File: config.mk
export PLATFORM = sky130hd
export DESIGN_NAME = hilo_muldiv_unit
export DESIGN_NICKNAME = d
export VERILOG_FILES = /design/src/rtl/muldiv_pkg.sv /design/src/rtl/muldiv_step.sv /design/src/rtl/hilo_muldiv_unit.sv
export SDC_FILE = /design/constraint.sdc
export NUM_CORES = 2
export LEC_CHECK = 0
export ABC_AREA = 1
export BUFFER_PORTS_ARGS = -buffer_cell sky130_fd_sc_hd__buf_2
export CORE_ASPECT_RATIO = 0.7
export CORE_UTILIZATION = 54
export CTS_CLUSTER_DIAMETER = 100
export CTS_CLUSTER_SIZE = 24
export DETAILED_ROUTE_END_ITERATION = 6
export PLACE_DENSITY_LB_ADDON = 0.12
export SETUP_SLACK_MARGIN = 0.5
export SYNTH_ARGS = -nofsm -noshare
export SYNTH_HDL_FRONTEND = slang
export SYNTH_SLANG_ARGS = --single-unit
export TNS_END_PERCENT = 30
File: constraint.sdc
create_clock -name Clk -period 12.5 [get_ports Clk]
set_input_delay 0.625 -clock Clk [delete_from_list [all_inputs] [get_ports Clk]]
set_output_delay 0.625 -clock Clk [all_outputs]
set_load 0.02 [all_outputs]
File: src/rtl/muldiv_pkg.sv
// Shared definitions for the Hi/Lo multiply/divide unit.
package muldiv_pkg;

    localparam int unsigned ITERS = 32;
    localparam int unsigned CNT_W = $clog2(ITERS);

    typedef enum logic [2:0] {
        OP_MULT  = 3'd0,
        OP_MULTU = 3'd1,
        OP_MADD  = 3'd2,
        OP_MSUB  = 3'd3,
        OP_DIV   = 3'd4,
        OP_DIVU  = 3'd5,
        OP_MTHI  = 3'd6,
        OP_MTLO  = 3'd7
    } op_e;

    typedef enum logic [1:0] {
        IDLE = 2'd0,
        CALC = 2'd1,
        FIX  = 2'd2
    } state_e;

    function automatic logic is_signed_op(input op_e op);
        return op inside {OP_MULT, OP_MADD, OP_MSUB, OP_DIV};
    endfunction

    function automatic logic is_move_op(input op_e op);
        return op inside {OP_MTHI, OP_MTLO};
    endfunction

endpackage

File: src/rtl/muldiv_step.sv
// One iteration of shift-add multiply and restoring divide on magnitudes.
module muldiv_step #(
    parameter int unsigned W = 32
) (
    input  logic [W-1:0]   mcand,
    input  logic [W-1:0]   divisor,
    input  logic [2*W-1:0] prod,
    input  logic [W-1:0]   rem,
    input  logic [W-1:0]   quo,
    output logic [2*W-1:0] prod_nxt,
    output logic [W-1:0]   rem_nxt,
    output logic [W-1:0]   quo_nxt
);

    logic [W:0] sum;
    logic [W:0] shifted;
    logic       fits;

    always_comb begin
        // Multiplier sits in the low half and shifts out LSB-first.
        sum      = {1'b0, prod[2*W-1:W]} + (prod[0] ? {1'b0, mcand} : '0);
        prod_nxt = {sum, prod[W-1:1]};

        // 33-bit partial remainder: previous remainder plus next dividend bit.
        shifted  = {rem, quo[W-1]};
        fits     = (shifted >= {1'b0, divisor});
        rem_nxt  = W'(fits ? (shifted - {1'b0, divisor}) : shifted);
        quo_nxt  = {quo[W-2:0], fits};
    end

endmodule

File: src/rtl/hilo_muldiv_unit.sv
// Multi-cycle multiply/divide engine owning the architectural Hi/Lo pair.
module hilo_muldiv_unit
    import muldiv_pkg::*;
#(
    parameter int unsigned        DATA_W  = 32,
    parameter logic [DATA_W-1:0]  DIV0_LO = 32'hFFFFFFFF
) (
    input  logic                  Clk,
    input  logic                  Reset,
    input  logic                  Start,
    input  logic [2:0]            Op,
    input  logic [DATA_W-1:0]     A,
    input  logic [DATA_W-1:0]     B,
    output logic [2*DATA_W-1:0]   HiLo,
    output logic                  Busy,
    output logic                  Done
);

    localparam int unsigned W = DATA_W;

    state_e           state, state_nxt;
    op_e              op_in, op_q;
    logic [CNT_W-1:0] cnt;
    logic [W-1:0]     a_q, b_q;
    logic             neg_res, neg_rem;
    logic [2*W-1:0]   snap, prod, prod_nxt;
    logic [W-1:0]     rem, rem_nxt, quo, quo_nxt;

    logic             start_iter, start_move, sgn;
    logic [W-1:0]     a_abs, b_abs;
    logic [2*W-1:0]   prod_fix, result, hilo_d;
    logic [W-1:0]     quo_fix, rem_fix;
    logic             hilo_we, done_d;

    assign op_in      = op_e'(Op);
    assign sgn        = is_signed_op(op_in);
    assign a_abs      = (sgn && A[W-1]) ? -A : A;
    assign b_abs      = (sgn && B[W-1]) ? -B : B;
    assign start_iter = (state == IDLE) && Start && !is_move_op(op_in);
    assign start_move = (state == IDLE) && Start &&  is_move_op(op_in);

    muldiv_step #(.W(W)) u_step (
        .mcand    (a_q),
        .divisor  (b_q),
        .prod     (prod),
        .rem      (rem),
        .quo      (quo),
        .prod_nxt (prod_nxt),
        .rem_nxt  (rem_nxt),
        .quo_nxt  (quo_nxt)
    );

    always_ff @(posedge Clk or posedge Reset) begin
        if (Reset) state <= IDLE;
        else       state <= state_nxt;
    end

    always_comb begin
        state_nxt = state;
        case (state)
            IDLE:    if (start_iter) state_nxt = CALC;
            CALC:    if (cnt == CNT_W'(ITERS - 1)) state_nxt = FIX;
            FIX:     state_nxt = IDLE;
            default: state_nxt = IDLE;
        endcase
    end

    // Sign fix-up and final Hi/Lo value, consumed only in FIX.
    always_comb begin
        prod_fix = neg_res ? -prod : prod;
        quo_fix  = neg_res ? -quo  : quo;
        rem_fix  = neg_rem ? -rem  : rem;
        case (op_q)
            OP_MADD: result = snap + prod_fix;
            OP_MSUB: result = snap - prod_fix;
            OP_DIV,
            OP_DIVU: result = {rem_fix, (b_q == '0) ? DIV0_LO : quo_fix};
            default: result = prod_fix;
        endcase
    end

    always_comb begin
        Busy    = (state != IDLE);
        hilo_we = 1'b0;
        done_d  = 1'b0;
        hilo_d  = HiLo;
        if (start_move) begin
            hilo_we = 1'b1;
            done_d  = 1'b1;
            hilo_d  = (op_in == OP_MTHI) ? {A, HiLo[W-1:0]} : {HiLo[2*W-1:W], A};
        end else if (state == FIX) begin
            hilo_we = 1'b1;
            done_d  = 1'b1;
            hilo_d  = result;
        end
    end

    always_ff @(posedge Clk or posedge Reset) begin
        if (Reset) begin
            HiLo    <= '0;
            Done    <= 1'b0;
            op_q    <= OP_MULT;
            cnt     <= '0;
            a_q     <= '0;
            b_q     <= '0;
            neg_res <= 1'b0;
            neg_rem <= 1'b0;
            snap    <= '0;
            prod    <= '0;
            rem     <= '0;
            quo     <= '0;
        end else begin
            Done <= done_d;
            if (hilo_we) HiLo <= hilo_d;
            if (start_iter) begin
                op_q    <= op_in;
                a_q     <= a_abs;
                b_q     <= b_abs;
                neg_res <= sgn && (A[W-1] ^ B[W-1]);
                neg_rem <= sgn && A[W-1];
                snap    <= HiLo;
                cnt     <= '0;
                prod    <= {W'(0), b_abs};
                rem     <= '0;
                quo     <= a_abs;
            end else if (state == CALC) begin
                cnt  <= cnt + CNT_W'(1);
                prod <= prod_nxt;
                rem  <= rem_nxt;
                quo  <= quo_nxt;
            end
        end
    end

endmodule

Yosys cells after proc, flatten, opt, wreduce, memory -nomap -nowiden

Cells that the tools add are included.

Register bits after elaboration: 333
Bits of input ports: 70
Output and inout bits: 66

Add/sub/neg operators: 10
Order comparisons: 1
Eq/ne operators: 16
Muxes and demuxes: 25
Bitwise operators: 1
Reduce and logical (&&, ||, !) cells: 19

Operators with widths:

| kind                                                                  | count |
|---|---|
| 64-bit 2-to-1 mux                                                     | 6 |
| 32-bit 2-to-1 mux                                                     | 11 |
| 64-bit case mux with 3 select lines                                   | 1 |
| 32-bit negation                                                       | 4 |
| 64-bit adder                                                          | 1 |
| 64-bit negation                                                       | 1 |
| 64-bit subtractor                                                     | 1 |
| 32-bit by 33-bit adder with 33-bit output                             | 1 |
| 33-bit by 32-bit greater-or-equal comparator with 1-bit output        | 1 |
| 32-bit logical NOT                                                    | 1 |
| 32-bit subtractor                                                     | 1 |
| 3-bit equality test, second input constant                            | 5 |
| 3-bit by 2-bit equality test with 1-bit output, second input constant | 4 |
| 5-bit 2-to-1 mux                                                      | 2 |
| 2-bit nonzero test                                                    | 4 |
| 1-bit logical AND                                                     | 6 |
| 2-bit inequality test, second input constant                          | 3 |
| 3-bit AND reduction                                                   | 2 |
| 5-bit by 1-bit adder with 5-bit output, second input constant         | 1 |
| 5-bit equality test, second input constant                            | 1 |
| 2-bit 2-to-1 mux                                                      | 2 |
| 2-bit case mux with 2 select lines                                    | 1 |
| 4-bit nonzero test                                                    | 1 |
| 3-bit logical NOT                                                     | 1 |
| 9 further kinds                                                       | 10 |

Longest topological paths before layout

Depth after elaboration: 6
Mapped depth: 42
Mapped depth without buffers: 41

Modules after synthesis

A second synthesis with hierarchy kept.

Cells, all modules: 5127
Area, all modules: 31884.3 µm²

By module, submodules not included:

| module           | times used | cells each | area an instance (µm²) | sequential area each (µm²) |
|---|---|---|---|---|
| hilo_muldiv_unit | 1          | 3978       | 25963.7                | 8333.0 |
| muldiv_step      | 1          | 1149       | 5920.7                 | 0.0 |

Worst setup path after synthesis

OpenSTA, ideal clock, no wires.

Path kind: register -> register
From: register prod[0]
To: register HiLo[63]
Data arrival time: 4289 ps
Required time: 12423 ps
Slack: 8133 ps
Stages on the path, launching flop included: 39
Path buffers: 1
Period minus slack after synthesis: 4367 ps
Path through: dfrtp_1 buf_6 inv_4 ha_1 nand3_4 nor2_8 nand2_2 nand3_1 nand2_2 nor2_1 nand3_1 nor2_4 nand2_2 nor2_2 nand2_2 nor2_2 nand2_2 nor2_4 (+3 left out) inv_1 ha_1 nand2_1 nor2_1 inv_1 nor2_1 inv_1 nor4_1 inv_1 nor2_1 nor2_1 nand2_1 inv_1 nand2_1 nand3_1 nand2_1 nand2_1 a21oi_1

Longest elaborated chain between the ends: 6

Ends and longest elaborated chain:

| element                                                  | RTL line                                       | source |
|---|---|---|
| start: declaration                                       | hilo_muldiv_unit.sv:26                         | `logic [2*W-1:0] snap, prod, prod_nxt;` |
| start signal: assignment                                 | hilo_muldiv_unit.sv:123                        | `prod <= {W'(0), b_abs};` |
| start signal: assignment                                 | hilo_muldiv_unit.sv:128                        | `prod <= prod_nxt;` |
| 64-bit negation                                          | hilo_muldiv_unit.sv:70                         | `prod_fix = neg_res ? -prod : prod;` |
| 64-bit 2-to-1 mux (*)                                    | hilo_muldiv_unit.sv:70                         |  |
| 64-bit subtractor / 64-bit adder (equally long branches) | hilo_muldiv_unit.sv:75, hilo_muldiv_unit.sv:74 |  |
| 64-bit case mux with 3 select lines (*)                  | hilo_muldiv_unit.sv:73                         | `case (op_q)` |
| 64-bit 2-to-1 mux (*)                                    | hilo_muldiv_unit.sv:91                         | `end else if (state == FIX) begin` |
| 64-bit 2-to-1 mux (*)                                    | hilo_muldiv_unit.sv:87                         | `if (start_move) begin` |
| end signal: assignment                                   | hilo_muldiv_unit.sv:114                        | `if (hilo_we) HiLo <= hilo_d;` |
| end: declaration                                         | hilo_muldiv_unit.sv:14                         | `output logic [2*DATA_W-1:0] HiLo,` |

Mark *: on every way between the ends. The rest lies on a longest branch, timed or not. The select of a mux whose other input is x is not followed.
A chain may end at the register's enable or synchronous reset.

Worst setup path in the final report

From: register neg_res
To: register HiLo[62]

Longest elaborated chain between the ends: 5

Ends and longest elaborated chain:

| element                                                  | RTL line                                       | source |
|---|---|---|
| start: declaration                                       | hilo_muldiv_unit.sv:25                         | `logic neg_res, neg_rem;` |
| start signal: assignment                                 | hilo_muldiv_unit.sv:119                        | `neg_res <= sgn && (A[W-1] ^ B[W-1]);` |
| 64-bit 2-to-1 mux (*)                                    | hilo_muldiv_unit.sv:70                         |  |
| 64-bit subtractor / 64-bit adder (equally long branches) | hilo_muldiv_unit.sv:75, hilo_muldiv_unit.sv:74 |  |
| 64-bit case mux with 3 select lines (*)                  | hilo_muldiv_unit.sv:73                         |  |
| 64-bit 2-to-1 mux (*)                                    | hilo_muldiv_unit.sv:91                         |  |
| 64-bit 2-to-1 mux (*)                                    | hilo_muldiv_unit.sv:87                         |  |

Marks and branches as above.

==> impl_summary.txt <==
----------------------------------------------------
[Finish]
  Count of nets after finishing ... 4733
  Fillcell total ... 5273
  Finished Cell Area ... 30700 um2
  Share of cells above drive strength 1 ... 0.06843
  Signed area change from the synthesized netlist to the final layout ... 6.327%

[Synth]
  Post-synth ARST share ... 1.000
  Yosys top cell area share ... 0.2886
  Synthesis-stage register bit count ... 333
  Summed instance area of the synthesized netlist ... 28870 um2
  Count leader, synth ... sky130_fd_sc_hd__nand2_1
  Avg Inst Size Synth ... 6.447 um2
  Main combinational cell family by area after synthesis ... simple AND/OR/NAND/NOR gates
  Cells taking the most area after synthesis ... sky130_fd_sc_hd__dfrtp_1 29%, sky130_fd_sc_hd__nand2_1 14%, sky130_fd_sc_hd__inv_1 7.3%, sky130_fd_sc_hd__o21ai_0 7.0%, sky130_fd_sc_hd__nor2_1 6.2%
  Post-synthesis compound-gate area fraction ... 0.2151
  Cells after Synth ... 4479
  Fraction of the mapped netlist area in simple logic gates ... 0.3039
  Share of cell area taken by muxes after synthesis ... 0
  Flip-flop cell with the highest count after synthesis ... sky130_fd_sc_hd__dfrtp_1
  Number of synthesis warnings ... 0
  Sequential area share after synthesis ... 0.2886
  Post-Synthesis Net Count ... 4687
  Synth area leader ... sky130_fd_sc_hd__dfrtp_1
  Fraction of the mapped netlist area in adder cells ... 0.06058
  Netlist cell types ... 63
  EDFF count, synth ... 0
  Top cells by instance count after synthesis ... 1106 x sky130_fd_sc_hd__nand2_1, 565 x sky130_fd_sc_hd__inv_1, 478 x sky130_fd_sc_hd__nor2_1
  Xor/xnor share of the synthesized area ... 0.03636

[Die]
  Chip height ... 195.5 um
  Row count ... 70
  Area of the die ... 54410 um2
  Initial cell density of the core ... 0.5495
  Chip width ... 278.4 um
  Placeable core region ... 52550 um2
  Number of ports placed on the die boundary ... 136

[Clock tree]
  H-tree Lvls ... 1
  Clock-pin slew of the registers on the worst-case setup and hold paths ... 0.12 ns
  Number of sinks handled by clock tree synthesis ... 333
  Number of buffers created by CTS ... 18
  CTS tree ... done
  Total setup buffers inserted after CTS ... 0
  CTS Hold Bufs ... 0
  Cell chosen for the clock root ... sky130_fd_sc_hd__clkbuf_16
  Buffer levels on the longest clock path ... 3
  Resized Gates After CTS ... 0
  Clock Latency Late Sink ... 0.60 ns

[Worst setup path]
  R2r worst-path depth ... 33
  Library cell appearing most often on the critical path ... sky130_fd_sc_hd__nand2_1
  Cell family with most CP delay ... simple AND/OR/NAND/NOR gates
  Number of buffers and inverters on the critical path ... 3
  Arr. time, crit path ... 7.30 ns
  Type of the worst setup path ... register to register
  Slowest cell on the critical path ... sky130_fd_sc_hd__dfrtp_4
  Max incr delay on CP ... 0.80 ns
  Largest fanout of any net on the critical path ... 74
  Startpoint class of the critical path ... register
  Category of the worst setup path capture point ... register
  Worst endpoint required time ... 12.99 ns
  Cell depth of the worst setup path ... 33

[Timing]
  Number of endpoints with negative hold slack in the final report ... 0
  Total negative slack for setup checks ... 0 ns
  Final number of setup-violating endpoints ... 0
  Clk_skew ... 0.06636 ns
  Period minus WS final ... 6.816 ns
  Hold WS ... 0.1802 ns
  Least-Margin Pin Slew ... 1.148 ns
  Highest Clock Rate ... 0.1467 GHz
  Worst slew margin ... 0.2328
  Unrepaired setup endpoints after global routing ... false
  Final Slew Violations ... 0
  Ratio of final minimum period to clock period ... 0.5453

[Outcome]
  Failing checks ... DRC
  Result of the run ... finished with violations

[Place]
  Port-buffer cells ... 135
  Placement Cell Area ... 30150 um2
  Post-detailed-placement half-perimeter wirelength ... 98.26 mm
  Placer's final routability congestion estimate ... 1.115

[Route]
  Via density per instance ... 6.260
  Via count of the routed design ... 32650
  Detailed Route WL ... 124.7 mm
  First drt pass iteration count ... 7
  Routed wire length per instance ... 23.90 um
  Detail Route Antenna Nets ... 0
  Drt first-iter violations ... 4659
  Total DRC errors in the routed layout ... 1

[Global route]
  GRT Resource Usage Total ... 0.4512
  First-pass GRT wire length ... 185.1 mm
  Via count of the first global-routing pass ... 29530
  Largest net degree at the start of global routing ... 150
  GR Overflow Total ... 0
  Antenna violations before repair ... 6

[Flow run]
  Reported max-cap violation count ... 0

[Hold path]
  Hold WC Path Type ... input port to async pin

----------------------------------------------------
-- sequential cells by signal, indices dropped and copies added (netlist names), 2 cells and up --
register and cells:
snap 64, prod 64, state 2, b_q 32
cnt 5, HiLo 64, op_q 3, rem 32
quo 32, a_q 32
-- worst reg2reg max path, delay by kind of cell (launching register included) --
family                   cells  cell delay (ns)
buffers and inverters        3             0.92
flip-flops                   1             0.80
XOR/XNOR                     2             0.41
AND/OR/NAND/NOR             25             3.77
AO/OA/AOI/OAI                2             0.43
adder cells (fa/ha/maj)      1             0.41
-- stage by stage --
| step | std cells | setup WS [ns] | utilization |
|---|---|---|---|
| after CTS | 5214 | 6.118 | 0.5841 |
| after global placement | 5189 | 6.088 | 0.5738 |
| after global routing | 5214 | 5.374 | 0.5841 |
| final | 5216 | 5.684 | 0.5842 |
| after floorplan | 4479 | 2.650 | - |
| after detailed placement | 5189 | 6.176 | 0.5738 |
-- routing by layer --
layer | track usage | up-vias | routed length (um)
met1 | 0.6438 | 15100 | 51350
met4 | 0.1778 | 4 | 5745
met5 | 0 | - | 22
li1 | - | 15010 | -
met3 | 0.1474 | 311 | 19210
met2 | 0.6224 | 2223 | 48370
-- logic make-up after synthesis --
group / Yosys count
AO/OA/AOI/OAI: 1077
XOR/XNOR: 119
buffers and inverters: 724
flip-flops: 333
adder cells (fa/ha/maj): 138
AND/OR/NAND/NOR: 2088
-- final cells by class --
cell class,count,area [um2],area share
diodes,2,5.005,0.0001630
clock inverters,4,71.32,0.002323
repair buffers,168,935.9,0.03048
well taps,684,855.8,0.02788
clock buffers,21,471.7,0.01536
multi-input cells,3422,17830,0.5806
flip-flops and latches,333,8337,0.2715
inverters,582,2198,0.07161
-- layout by cell type, fill, tap and decap left out, types with 89 or more instances in the layout --
master                    netlist  final
sky130_fd_sc_hd__a21oi_1      340    340
sky130_fd_sc_hd__buf_2         15    135
sky130_fd_sc_hd__dfrtp_1      333    332
sky130_fd_sc_hd__ha_1         135    135
sky130_fd_sc_hd__inv_1        565    562
sky130_fd_sc_hd__nand2_1     1106   1105
sky130_fd_sc_hd__nand3_1      279    279
sky130_fd_sc_hd__nor2_1       478    472
sky130_fd_sc_hd__o21ai_0      406    406
sky130_fd_sc_hd__xor2_1        89     89
-- worst paths after layout --
path                              start        to  slack (ns)
worst min register to register   cnt[3]    cnt[3]        0.48
min in group Clk                  Op[2]   op_q[2]        0.28
worst min-delay path              Reset    quo[9]        0.18
worst max register to register  neg_res  HiLo[62]        5.68
max in group asynchronous         Reset   neg_res        9.49
worst max-delay path            neg_res  HiLo[62]        5.68
Power is not shown: default switching activity piles up to over one toggle a cycle in this logic, so the estimate is an artifact.
